<file path="config.mk">
export PLATFORM = sky130hd
export DESIGN_NAME = systolic_array
export DESIGN_NICKNAME = d
export VERILOG_FILES = /design/src/rtl/systolic_pe.sv /design/src/rtl/systolic_array.sv
export SDC_FILE = /design/constraint.sdc
export NUM_CORES = 2
export LEC_CHECK = 0
export ABC_AREA = 0
export BUFFER_PORTS_ARGS = -buffer_cell sky130_fd_sc_hd__buf_2
export CAP_MARGIN = 20
export CORE_ASPECT_RATIO = 0.9
export CORE_MARGIN = 4
export CORE_UTILIZATION = 40
export CTS_CLUSTER_SIZE = 20
export DETAILED_ROUTE_END_ITERATION = 16
export PLACE_DENSITY = 0.6
export SETUP_SLACK_MARGIN = 0.02
export SLEW_MARGIN = 10
export SYNTH_ARGS = -nofsm -noshare
export SYNTH_HDL_FRONTEND = slang
export SYNTH_SLANG_ARGS = --single-unit
</file>
<file path="constraint.sdc">
create_clock -name clk -period 9.4 [get_ports clk]
set_input_delay 1.88 -clock clk [delete_from_list [all_inputs] [get_ports clk]]
set_output_delay 1.88 -clock clk [all_outputs]
set_load 0.05 [all_outputs]
</file>
<file path="src/rtl/systolic_pe.sv">
// One processing element of the weight-stationary grid: a loadable weight, an
// activation pass-through register and a signed multiply-accumulate psum register.
module systolic_pe #(
    parameter int DATA_WIDTH = 16,
    parameter int ACC_WIDTH  = 32
) (
    input  logic                  clk,
    input  logic                  rst_n,
    input  logic                  enable,
    input  logic                  clear_acc,
    input  logic                  weight_load,
    input  logic [DATA_WIDTH-1:0] weight_in,
    input  logic [DATA_WIDTH-1:0] a_in,
    input  logic [ACC_WIDTH-1:0]  psum_in,
    output logic [DATA_WIDTH-1:0] a_out,
    output logic [ACC_WIDTH-1:0]  psum_out
);

    logic [DATA_WIDTH-1:0]          weight;
    logic signed [2*DATA_WIDTH-1:0] product;
    logic [ACC_WIDTH-1:0]           product_ext;

    // Signed cast keeps the product's sign through the widening to the accumulator width.
    assign product     = $signed(a_in) * $signed(weight);
    assign product_ext = ACC_WIDTH'(product);

    always_ff @(posedge clk or negedge rst_n) begin
        if (!rst_n) begin
            weight <= '0;
        end else if (weight_load) begin
            weight <= weight_in;
        end
    end

    // clear_acc flushes the pipeline but deliberately leaves the stored weight alone.
    always_ff @(posedge clk or negedge rst_n) begin
        if (!rst_n) begin
            a_out    <= '0;
            psum_out <= '0;
        end else if (clear_acc) begin
            a_out    <= '0;
            psum_out <= '0;
        end else if (enable) begin
            a_out    <= a_in;
            psum_out <= psum_in + product_ext;
        end
    end

endmodule

</file>
<file path="src/rtl/systolic_array.sv">
// N x N weight-stationary systolic array: activations flow right, partial sums
// flow down, and each column's bottom psum is summed into a per-column accumulator.
module systolic_array #(
    parameter int ARRAY_SIZE = 2,
    parameter int DATA_WIDTH = 16,
    parameter int ACC_WIDTH  = 32
) (
    input  logic                             clk,
    input  logic                             rst_n,
    input  logic                             enable,
    input  logic                             load_weights,
    input  logic                             clear_acc,
    input  logic                             acc_enable,
    input  logic [ARRAY_SIZE*DATA_WIDTH-1:0] input_activations_flat,
    input  logic [ARRAY_SIZE*DATA_WIDTH-1:0] weight_inputs_flat,
    output logic [ARRAY_SIZE*ACC_WIDTH-1:0]  results_flat
);

    localparam int PTR_W = (ARRAY_SIZE > 1) ? $clog2(ARRAY_SIZE) : 1;

    logic [PTR_W-1:0]      row_ptr;
    logic [DATA_WIDTH-1:0] a_bus        [ARRAY_SIZE][ARRAY_SIZE];
    logic [DATA_WIDTH-1:0] a_edge_unused[ARRAY_SIZE];
    logic [ACC_WIDTH-1:0]  psum_bus     [ARRAY_SIZE+1][ARRAY_SIZE];
    logic [ACC_WIDTH-1:0]  acc          [ARRAY_SIZE];

    // Row pointer restarts at row 0 whenever a load burst is interrupted.
    always_ff @(posedge clk or negedge rst_n) begin
        if (!rst_n) begin
            row_ptr <= '0;
        end else if (load_weights) begin
            row_ptr <= (row_ptr == PTR_W'(ARRAY_SIZE - 1)) ? '0 : row_ptr + PTR_W'(1);
        end else begin
            row_ptr <= '0;
        end
    end

    for (genvar i = 0; i < ARRAY_SIZE; i++) begin : g_row
        assign a_bus[i][0] = input_activations_flat[i*DATA_WIDTH +: DATA_WIDTH];
        for (genvar j = 0; j < ARRAY_SIZE; j++) begin : g_col
            logic [DATA_WIDTH-1:0] a_next;

            if (i == 0) begin : g_top
                assign psum_bus[0][j] = '0;
            end

            if (j == ARRAY_SIZE - 1) begin : g_last
                assign a_edge_unused[i] = a_next;
            end else begin : g_mid
                assign a_bus[i][j+1] = a_next;
            end

            systolic_pe #(
                .DATA_WIDTH(DATA_WIDTH),
                .ACC_WIDTH (ACC_WIDTH)
            ) u_pe (
                .clk        (clk),
                .rst_n      (rst_n),
                .enable     (enable),
                .clear_acc  (clear_acc),
                .weight_load(load_weights && (row_ptr == PTR_W'(i))),
                .weight_in  (weight_inputs_flat[j*DATA_WIDTH +: DATA_WIDTH]),
                .a_in       (a_bus[i][j]),
                .psum_in    (psum_bus[i][j]),
                .a_out      (a_next),
                .psum_out   (psum_bus[i+1][j])
            );
        end
    end

    always_ff @(posedge clk or negedge rst_n) begin
        if (!rst_n) begin
            for (int j = 0; j < ARRAY_SIZE; j++) acc[j] <= '0;
        end else if (clear_acc) begin
            for (int j = 0; j < ARRAY_SIZE; j++) acc[j] <= '0;
        end else if (enable && acc_enable) begin
            for (int j = 0; j < ARRAY_SIZE; j++) acc[j] <= acc[j] + psum_bus[ARRAY_SIZE][j];
        end
    end

    for (genvar j = 0; j < ARRAY_SIZE; j++) begin : g_out
        assign results_flat[j*ACC_WIDTH +: ACC_WIDTH] = acc[j];
    end

endmodule

</file>
==> run_results.csv <==
group,metric,value,unit
setup_path,data_arrival_critical_path,8.47,ns
setup_path,cell_count_of_the_worst_reg_to_reg_path,20,
detailed_routing,post_drt_via_cell_ratio,5.05,
timing,period_needed,7.98,ns
timing,rsz0062_at_grt,"no",
global_route,overflow,0,
yosys,post-synth-top-count-cell,"inv_1",
clocking,ctsHtreeMaxLevel,2,
timing,max_fclk,125,MHz
timing,timing.final.setup_violations,0,
placed_design,routabilityCongestion,0.849,
clocking,holdBufCountCts,0,
min_path,holdCritPathClass,"reg2reg",
floorplanning,floorplan.die.width,398,microns
detailed_routing,first_iter_violations,1888,
yosys,syn_avg_cell_area,9.51,sq um
job,max_cap_viol_count,0,
layout,num-fill-cells,13500,
setup_path,crit_required,9.90,ns
clocking,post_cts.repair.setup_buffers,0,
clocking,ctsResizeCount,0,
timing,fin_hold_ws,0.498,ns
yosys,synth_warnings,0,
run_status,status,"complete, no violations",
detailed_routing,routed_wire_length_per_instance,17.8,microns
yosys,synthesis.nets,7370,
clocking,cts_inserted_buffers,38,
detailed_routing,drt_total_wl,136,mm
setup_path,timing.critical_path.from_type,"input pin",
setup_path,worst-r2r-setup-slack,2.17,ns
yosys,synth_flop_cell,"dfrtp_1",
yosys,synth.largest_area_cell,"fa_1",
min_path,worst_hold_path.endpoint,"g_row[0].g_col[1].u_pe.psum_out[15]",
detailed_routing,dr.pass1.iters,5,
timing,finalWorstSetupSlack,1.42,ns
detailed_routing,routed-via-count,38500,
setup_path,crit_path_cell_trace,"buf_2 -> nand2_1 -> inv_1 -> fa_1 -> fa_1 -> fa_1 -> fa_1 -> fa_1 -> inv_1 -> fa_1 -> inv_1 -> ha_1 -> and2_1 -> a211oi_2 -> a21oi_1 -> a21o_1 -> a21o_1 -> a2111o_1 -> a2111oi_4 -> a21oi_1 -> a211oi_1",
global_route,grt_use_total,19.6,%
floorplanning,io-pin-count,134,
placed_design,hpwl,109,mm
timing,actual_slew_at_the_worst_max_slew_pin,0.936,ns
yosys,synth_common_cells,"1,277 x inv_1, 1,110 x fa_1, 616 x nand2_1",
placed_design,pre_cts_slack,0.855,ns
placed_design,post_dp_cell_area,57300,sq um
yosys,postSynthCellCount,5768,
yosys,ys_types,76,
setup_path,r2r-start,"g_row[0].g_col[0].u_pe.weight[1]",
clocking,max_buffers_root_to_sink,3,
floorplanning,fp.dieArea,143000,sq um
layout,finalNetCount,7368,
yosys,synth_enable_flop_cells,0,
yosys,synth.yosys.seq_area_share,13.2,%
timing,final_min_period_over_clock_period,84.9,%
setup_path,critPathKind,"in2reg",
detailed_routing,drt_drc_violations_left,0,
yosys,synth_async_sr_flop_share,100,%
setup_path,cpLargestDelayFamily,"adder cells",
clocking,cts.root.buffer_cell,"clkbuf_16",
yosys,syn_area,54900,sq um
placed_design,port_buffer_count,133,
clocking,clock_insertion_delay_worst_skew,0.61,ns
global_route,via_count_of_the_first_global_routing_pass,41000,
setup_path,cpMostUsedCell,"fa_1",
setup_path,cp_max_fo,17,
global_route,grt_antenna_before_repair,5,
floorplanning,initial_utilization,40.4,%
layout,syn2layout_area_growth,6.68,%
setup_path,kind_of_capture_point_of_the_worst_setup_path,"flip-flop",
setup_path,critPathBufInv,4,
floorplanning,height_of_the_die,359,microns
timing,finalHoldViolCount,0,
global_route,grt_start_max_net_pins,140,
clocking,clkSlewWorstSetupHoldPaths,0.06,ns
layout,fraction_of_final_layout_cells_sized_beyond_drive_strength_1,5.23,%
detailed_routing,drtAntennaViolNets,0,
layout,postLayoutCellArea,58500,sq um
clocking,cts_tree,"yes",
floorplanning,rows,128,
timing,slew_violations,0,
timing,timing.clock.skew,0.0353,ns
yosys,post-synth-top-area-fraction,40.5,%
global_route,grt_first_pass_wirelength,223,mm
setup_path,critical-path-max-stage-delay,0.88,ns
clocking,cts.sinks,289,
yosys,top_area_cells_in_the_synthesized_netlist,"fa_1 40%, dfrtp_1 13%, ha_1 9.6%, inv_1 8.7%, and2_1 5.7%",
yosys,ys_ff_latch,289,
min_path,hold_path_startpoint,"g_row[0].g_col[1].u_pe.psum_out[15]",
setup_path,critical_path.reg2reg.endpoint,"g_row[0].g_col[0].u_pe.psum_out[31]",
timing,worst_slew_margin_rel,37.6,%
min_path,min_path_cells,2,
floorplanning,core-area,136000,sq um
setup_path,slowest_stage,"fa_1",
timing,tns,0,ns
[metrics by stage]
| stage | utilization, % | instances |
|---|---|---|
| finish | 43.1 | 7618 |
| global placement | 42.2 | 7545 |
| CTS | 43.1 | 7611 |
| global route | 43.1 | 7615 |
| detailed placement | 42.2 | 7545 |
| floorplan | - | 5768 |
[routing by layer]
layer	GRT usage (%)	up-vias	share of wire (%)
met3	2.51	187	4.6
met1	26.0	20000	42
met5	0	-	0
met2	33.4	769	50
li1	-	17500	-
met4	5.89	0	3.4
[area by class of cell]
class | instances | area, sq um | share of cell area [%]
timing repair buffer | 156 | 896 | 1.53
multi-input combinational | 4004 | 42100 | 72.0
inverter | 1277 | 4790 | 8.19
clock buffer | 55 | 1120 | 1.91
sequential | 289 | 7230 | 12.4
antenna | 6 | 15.0 | 0.0256
tap | 1820 | 2280 | 3.89
clock inverter | 11 | 72.6 | 0.124
[how the worst max path moves through the flow]
stage / endpoint / cells past startpoint / from
floorplan: g_row[0].g_col[0].u_pe.psum_out[31] / 21 / input_activations_flat[15]
global placement: g_row[0].g_col[0].u_pe.psum_out[31] / 21 / input_activations_flat[15]
detailed placement: g_row[0].g_col[0].u_pe.psum_out[31] / 21 / input_activations_flat[15]
CTS: g_row[0].g_col[0].u_pe.psum_out[31] / 21 / input_activations_flat[15]
global route: g_row[0].g_col[0].u_pe.psum_out[31] / 21 / input_activations_flat[15]
finish: g_row[0].g_col[0].u_pe.psum_out[31] / 21 / input_activations_flat[15]
[cell usage in the layout, fill, tap and decap left out, types with 8 or more instances in the layout]
cell type	instances
clkbuf_8	9
nand3_1	29
nand2b_1	37
ha_1	422
buf_4	21
o31ai_1	18
nand4_1	13
mux2_2	62
fa_1	1110
or3_1	9
clkbuf_16	39
buf_2	130
and4_1	8
o21a_1	22
o21bai_1	29
clkbuf_1	8
a211oi_1	36
a21oi_1	139
nor2_1	257
xor2_1	50
o211ai_1	8
and3_1	15
nand2_1	615
and2_1	500
o21ai_1	8
mux2i_1	100
xnor2_1	136
a31oi_1	19
dfrtp_1	289
o21ai_0	134
nor3_1	27
a21o_1	61
nor2b_1	13
inv_1	1276
[worst register-to-register path: stages, from the launching register on]
cell and delay, ns:
dfrtp_1 0.82, nand2_1 0.21, inv_1 0.17, fa_1 0.55, fa_1 0.88, fa_1 0.53, fa_1 0.50, fa_1 0.49
inv_1 0.05, fa_1 0.47, inv_1 0.04, ha_1 0.36, and2_1 0.22, a211oi_2 0.21, a21oi_1 0.14, a21o_1 0.17
a21o_1 0.18, a2111o_1 0.46, a2111oi_4 0.37, a21oi_1 0.11, a211oi_1 0.20
[flip-flops by register name (all words and copies together), names as in the netlist]
register                   flops
g_row.g_col.u_pe.weight       64
row_ptr                        1
g_row.g_col.u_pe.a_out        32
g_row.g_col.u_pe.psum_out    128
results_flat                  64
[cells by family after synthesis]
kind of cell / synth area share, %
flip-flops: 13.2
multiplexers: 3.10
AO/OA/AOI/OAI: 6.77
AND/OR/NAND/NOR: 13.8
XOR/XNOR: 2.97
buffers and inverters: 10.1
adder cells (fa/ha/maj): 50.1
Power is not shown: default switching activity piles up to over one toggle a cycle in this logic, so the estimate is an artifact.
